File: src/rtl/if_stage.sv
// Instruction-fetch stage: owns the PC, drives a 1-cycle synchronous instruction
// memory and keeps instr_if aligned with the address IF/ID holds across stalls.
module if_stage #(
    parameter logic [31:0] RESET_PC = 32'h0000_0000,
    parameter int          CNT_W    = 32
) (
    input  logic             i_clk,
    input  logic             i_rst_sync,
    input  logic             i_stall_n,
    input  logic             i_redirect_valid,
    input  logic [31:0]      i_redirect_target,
    output logic [31:0]      o_imem_addr,
    output logic             o_imem_en,
    input  logic [31:0]      i_imem_rdata,
    output logic [31:0]      o_instr_if,
    output logic [31:0]      o_instr_addr_if,
    output logic             o_misalign_if,
    output logic [CNT_W-1:0] o_fetch_count
);

    logic [31:0]      r_pc;
    logic             r_hold_valid;
    logic [31:0]      r_hold_instr;
    logic             r_misalign;
    logic [CNT_W-1:0] r_fetch_count;

    logic             w_advance;
    logic [31:0]      w_pc_next;

    assign w_advance = i_stall_n | i_redirect_valid;

    always_comb begin
        w_pc_next = r_pc;
        if (i_redirect_valid)
            w_pc_next = {i_redirect_target[31:2], 2'b00};
        else if (i_stall_n)
            w_pc_next = r_pc + 32'd4;
    end

    always_ff @(posedge i_clk) begin
        if (i_rst_sync) begin
            r_pc          <= RESET_PC;
            r_hold_valid  <= 1'b0;
            r_hold_instr  <= 32'h0;
            r_misalign    <= 1'b0;
            r_fetch_count <= '0;
        end else begin
            r_pc       <= w_pc_next;
            r_misalign <= i_redirect_valid & (|i_redirect_target[1:0]);

            // Capture once at stall entry so the instruction survives the memory
            // re-reading the held PC; a redirect aborts the stall with no replay.
            if (i_redirect_valid || i_stall_n) begin
                r_hold_valid <= 1'b0;
            end else if (!r_hold_valid) begin
                r_hold_valid <= 1'b1;
                r_hold_instr <= i_imem_rdata;
            end

            if (w_advance && (r_fetch_count != {CNT_W{1'b1}}))
                r_fetch_count <= r_fetch_count + 1'b1;
        end
    end

    assign o_imem_addr     = r_pc;
    assign o_instr_addr_if = r_pc;
    assign o_imem_en       = ~i_rst_sync;
    assign o_instr_if      = r_hold_valid ? r_hold_instr : i_imem_rdata;
    assign o_misalign_if   = r_misalign;
    assign o_fetch_count   = r_fetch_count;

endmodule

File: config.mk
export PLATFORM = sky130hd
export DESIGN_NAME = if_stage
export DESIGN_NICKNAME = d
export VERILOG_FILES = /design/src/rtl/if_stage.sv
export SDC_FILE = /design/constraint.sdc
export NUM_CORES = 1
export LEC_CHECK = 0
export ABC_AREA = 1
export CORE_MARGIN = 2
export CORE_UTILIZATION = 30
export DETAILED_ROUTE_END_ITERATION = 8
export PLACE_DENSITY = 0.66
export SETUP_SLACK_MARGIN = 0.3
export SLEW_MARGIN = 20
export SYNTH_ARGS = -nofsm -noshare
export SYNTH_HDL_FRONTEND = slang
export SYNTH_SLANG_ARGS = --single-unit
export TNS_END_PERCENT = 50
File: constraint.sdc
create_clock -name i_clk -period 6 [get_ports i_clk]
set_clock_uncertainty 0.2 [all_clocks]
set_input_delay 1.2 -clock i_clk [delete_from_list [all_inputs] [get_ports i_clk]]
set_output_delay 1.2 -clock i_clk [all_outputs]
set_load 0.01 [all_outputs]
; ---- Word level (Yosys, flattened, before mapping)
; Index checks and enable logic that the tools add are counted.
[totals]
output_inout_bits = 130
input_bits = 68
wordCells = 21
regBits = 98
[classes]
eq_ne = 1
n_mux = 4
n_reduce_logical = 5
bitwise = 3
add_sub_neg = 2
[op_table]
columns = op, count
row1 = two-way mux 32 bit, 3
row2 = adder 32 x 1 -> 32 bit (second input constant), 1
row3 = adder 32 x 3 -> 32 bit (second input constant), 1
row4 = != test 32 bit (second input constant), 1
row5 = OR reduction 2 bit, 2
row6 = nonzero test 2 bit, 1
row7 = bitwise AND 1 bit, 1
row8 = logical AND 1 bit, 1
row9 = logical OR 1 bit, 1
row10 = two-way mux 1 bit, 1
row11 = inverter 1 bit, 1
row12 = bitwise OR 1 bit, 1

; ---- Depth between registers and ports, before layout
[logic_depth]
word_depth = 3
mapped_depth = 11

; ---- Worst setup path before layout
; OpenSTA, ideal clock, no wires.
[synth_timing]
kind = input -> output
from = input i_rst_sync
to = output o_imem_en
path_slack_ps = 2798
arrival_time_ps = 1802
cell_stages = 3
required_time_ps = 4600
cell_sequence = clkbuf_1 -> inv_1 -> clkbuf_1
[synth_between]
elab_chain_cells = 1
[synth_rtl]
columns = item, line_no
row1 = "start, declared", 8  ; input logic i_rst_sync,
row2 = inverter 1 bit, 67  ; assign o_imem_en = ~i_rst_sync;
row3 = "end, declared", 13  ; output logic o_imem_en,
; Every way passes these cells.

; ---- Worst setup path after layout
[layout_timing]
from = input i_imem_rdata[16]
to = output o_instr_if[16]
[layout_between]
elab_chain_cells = 1
[layout_rtl]
columns = item, line_no
row1 = "start, declared", 14  ; input logic [31:0] i_imem_rdata,
row2 = two-way mux 32 bit, n/a
row3 = "end, declared", 15  ; output logic [31:0] o_instr_if,
; Every way passes these cells.

==> impl_metrics.env <==
export IMPL_outcome="completed"
export IMPL_final_fill_count=2062
export IMPL_post_route_period_util_pct=65.10
export IMPL_end_kind="primary output"
export IMPL_min_path_cells=2
export IMPL_required_ns=4.60
export IMPL_cts_buffers=9
export IMPL_grt_max_degree=94
export IMPL_setup_viol=0
export IMPL_areaGrowthSynthToFinish_pct=36.47
export IMPL_layout_commonest_cell="nand2_1"
export IMPL_hp_class="flop to flop"
export IMPL_worst_r2r_endpoint="o_fetch_count[26]"
export IMPL_detail_route_wl_per_cell_um=13.51
export IMPL_syn_instance_count=937
export IMPL_syn_area_mm2=0.006017
export IMPL_fin_nets=1143
export IMPL_cts_sinks=96
export IMPL_gp_congestion=0.8568
export IMPL_ir_drop_uv=122.9
export IMPL_reg2reg_from="o_fetch_count[1]"
export IMPL_synthArstFlopShare_pct=0
export IMPL_drt_iter0_markers=369
export IMPL_clock_root_buffer="clkbuf_16"
export IMPL_ys_seq_elements=96
export IMPL_ys_types=38
export IMPL_syn_avg_cell_area_um2=6.422
export IMPL_synth_top_cell_area_share_pct=31.94
export IMPL_die_h_um=145.6
export IMPL_postCtsSetupBuffers=0
export IMPL_rows=51
export IMPL_tns_ns=0
export IMPL_antenna_found_initial=0
export IMPL_r2r_cells=10
export IMPL_ys_seq_area_share_pct=31.94
export IMPL_synth_largest_area_cell="dfxtp_1"
export IMPL_cts_hold_buf=0
export IMPL_grt_pass1_vias=5634
export IMPL_antenna_cells=0
export IMPL_die_area_mm2=0.02121
export IMPL_most_common_layout_cells="211 x nand2_1, 192 x clkdlybuf4s50_1, 167 x nor2_1, 95 x dfxtp_1, 85 x inv_1"
export IMPL_yosys_most_used_dff="dfxtp_1"
export IMPL_multiInputGateArea_mm2=0.003308
export IMPL_start_kind="input pin"
export IMPL_post_cts_resized=0
export IMPL_cts_max_path_buffers=2
export IMPL_htree_levels=3
export IMPL_clkTransAtPathRegs_ns=0.07
export IMPL_hold_viol=0
export IMPL_io_buffers=193
export IMPL_drtPass1Iterations=4
export IMPL_cp_arrival_ns=2.51
export IMPL_core_area_mm2=0.01959
export IMPL_routed_wl_mm=18.14
export IMPL_slew_headroom_pct=35.20
export IMPL_max_freq_mhz=256.0
export IMPL_synth_edff_count=0
export IMPL_power_density_mw_per_mm2=207.8
export IMPL_worst_slew_pin_slew_ns=0.9710
export IMPL_p_leak_uw=0.002936
export IMPL_fin_hold_ws_ns=0.2602
export IMPL_track_usage_pct=16.65
export IMPL_ant_nets=0
export IMPL_grt_pass1_wl_mm=29.10
export IMPL_dp_hpwl_mm=12.99
export IMPL_final_seq_area_mm2=0.001926
export IMPL_vias_per_cell=4.637
export IMPL_clock_latency_ns=0.35
export IMPL_r2r_slack_ns=3.68
export IMPL_tritoncts="yes"
export IMPL_drv_cap=0
export IMPL_hp_start="r_hold_instr[0]"
export IMPL_rsz0062_at_grt="false"
export IMPL_ys_warnings_count=0
export IMPL_critPathKind="input pin to primary output"
export IMPL_grt_ovfl_total=0
export IMPL_drive_gt1_share_pct=6.957
export IMPL_die_w_um=145.6
export IMPL_slew_violations=0
export IMPL_vias=6227
export IMPL_hold_end="r_hold_instr[0]"
export IMPL_min_period_ns=3.906
export IMPL_synthTopCellsByArea="dfxtp_1 32%, nand2_1 13%, nor2_1 10%"
export IMPL_drc_errors=0
export IMPL_start_util_pct=30.71
export IMPL_ioPinCount=198
export IMPL_cp_max_fo=2
[final cells by class]
class                      instances  share of cell area (%)
clock buffer                      10                   2.910
clock inverter                     6                   1.387
inverter                          87                   4.007
multi-input combinational        681                   40.29
sequential                        96                   23.45
tap                              265                   4.038
timing repair buffer             198                   23.92
[metal layers]
layer  vias to the layer above  GRT usage [%]  routed length [µm]
met1                      2802          22.80                8683
met3                        13          2.571                 987
met2                       172          27.27                8270
li1                       3240              -                   -
met4                         0          4.608                 197
met5                         -              0                   0
[cells in the mapped netlist (4+ instances only)]
library cell	instances
nor3_1	4
clkbuf_1	23
nand2_2	18
a21oi_1	82
nand3_1	49
buf_4	34
dfxtp_1	96
buf_1	8
xnor2_1	8
inv_1	85
nand4_1	5
xor2_1	13
buf_2	7
o21ai_0	35
nor2_1	167
nor2_2	5
a21oi_2	20
nand2_1	211
and2_1	4
a211oi_1	37
[flip-flops by register name, indices dropped and copies added (netlist names)]
register / flops
o_fetch_count: 32
o_imem_addr: 30
o_misalign_if: 1
r_hold_instr: 32
r_hold_valid: 1
[critical path: stages]
cell and delay (ns):
clkdlybuf4s50_1 0.48, nor2_1 0.05, a21oi_1 0.18, clkdlybuf4s50_1 0.59
[stage by stage]
stage          instances  setup WS [ns]  power, µW  utilization [%]  area (µm²)
2_1_floorplan        940          2.798      881.6                -        6028
3_3_place_gp        1327          1.889       1031            40.10        7856
3_5_place_dp        1327          1.860       1034            40.10        7856
4_1_cts             1343          2.085       1727            41.90        8209
5_1_grt             1343          2.028       1783            41.92        8212
6_report            1343          2.094       1706            41.92        8212
[report_power, final]
group	internal (µW)	switching [µW]	leakage (µW)
Clock	421	267	0.000165
Sequential	669	40.4	0.000789
Combinational	163	145	0.00198
[cells by family (layout without fill, tap and decap cells)]
kind of cell | Yosys count | in the layout | share of synthesized area (%)
buf+inv | 163 | 301 | 13.27
simple gates | 473 | 473 | 33.19
xor+xnor | 21 | 21 | 3.057
fa+ha+maj | 2 | 2 | 0.4158
other cells | 1 | 4 | 0.06232
flops | 96 | 96 | 31.94
compound gates | 181 | 181 | 18.07
[how the worst max path moves through the flow]
stage,cells after the start,slack [ns],startpoint,end
after floorplan,3,2.80,i_rst_sync,o_imem_en
after global placement,7,1.89,i_redirect_valid,o_imem_addr[3]
after detailed placement,7,1.86,i_redirect_valid,o_imem_addr[3]
after CTS,4,2.08,i_imem_rdata[5],o_instr_if[5]
after global routing,4,2.03,i_imem_rdata[29],o_instr_if[29]
final,4,2.09,i_imem_rdata[16],o_instr_if[16]
(Power assumes the default switching activity.)
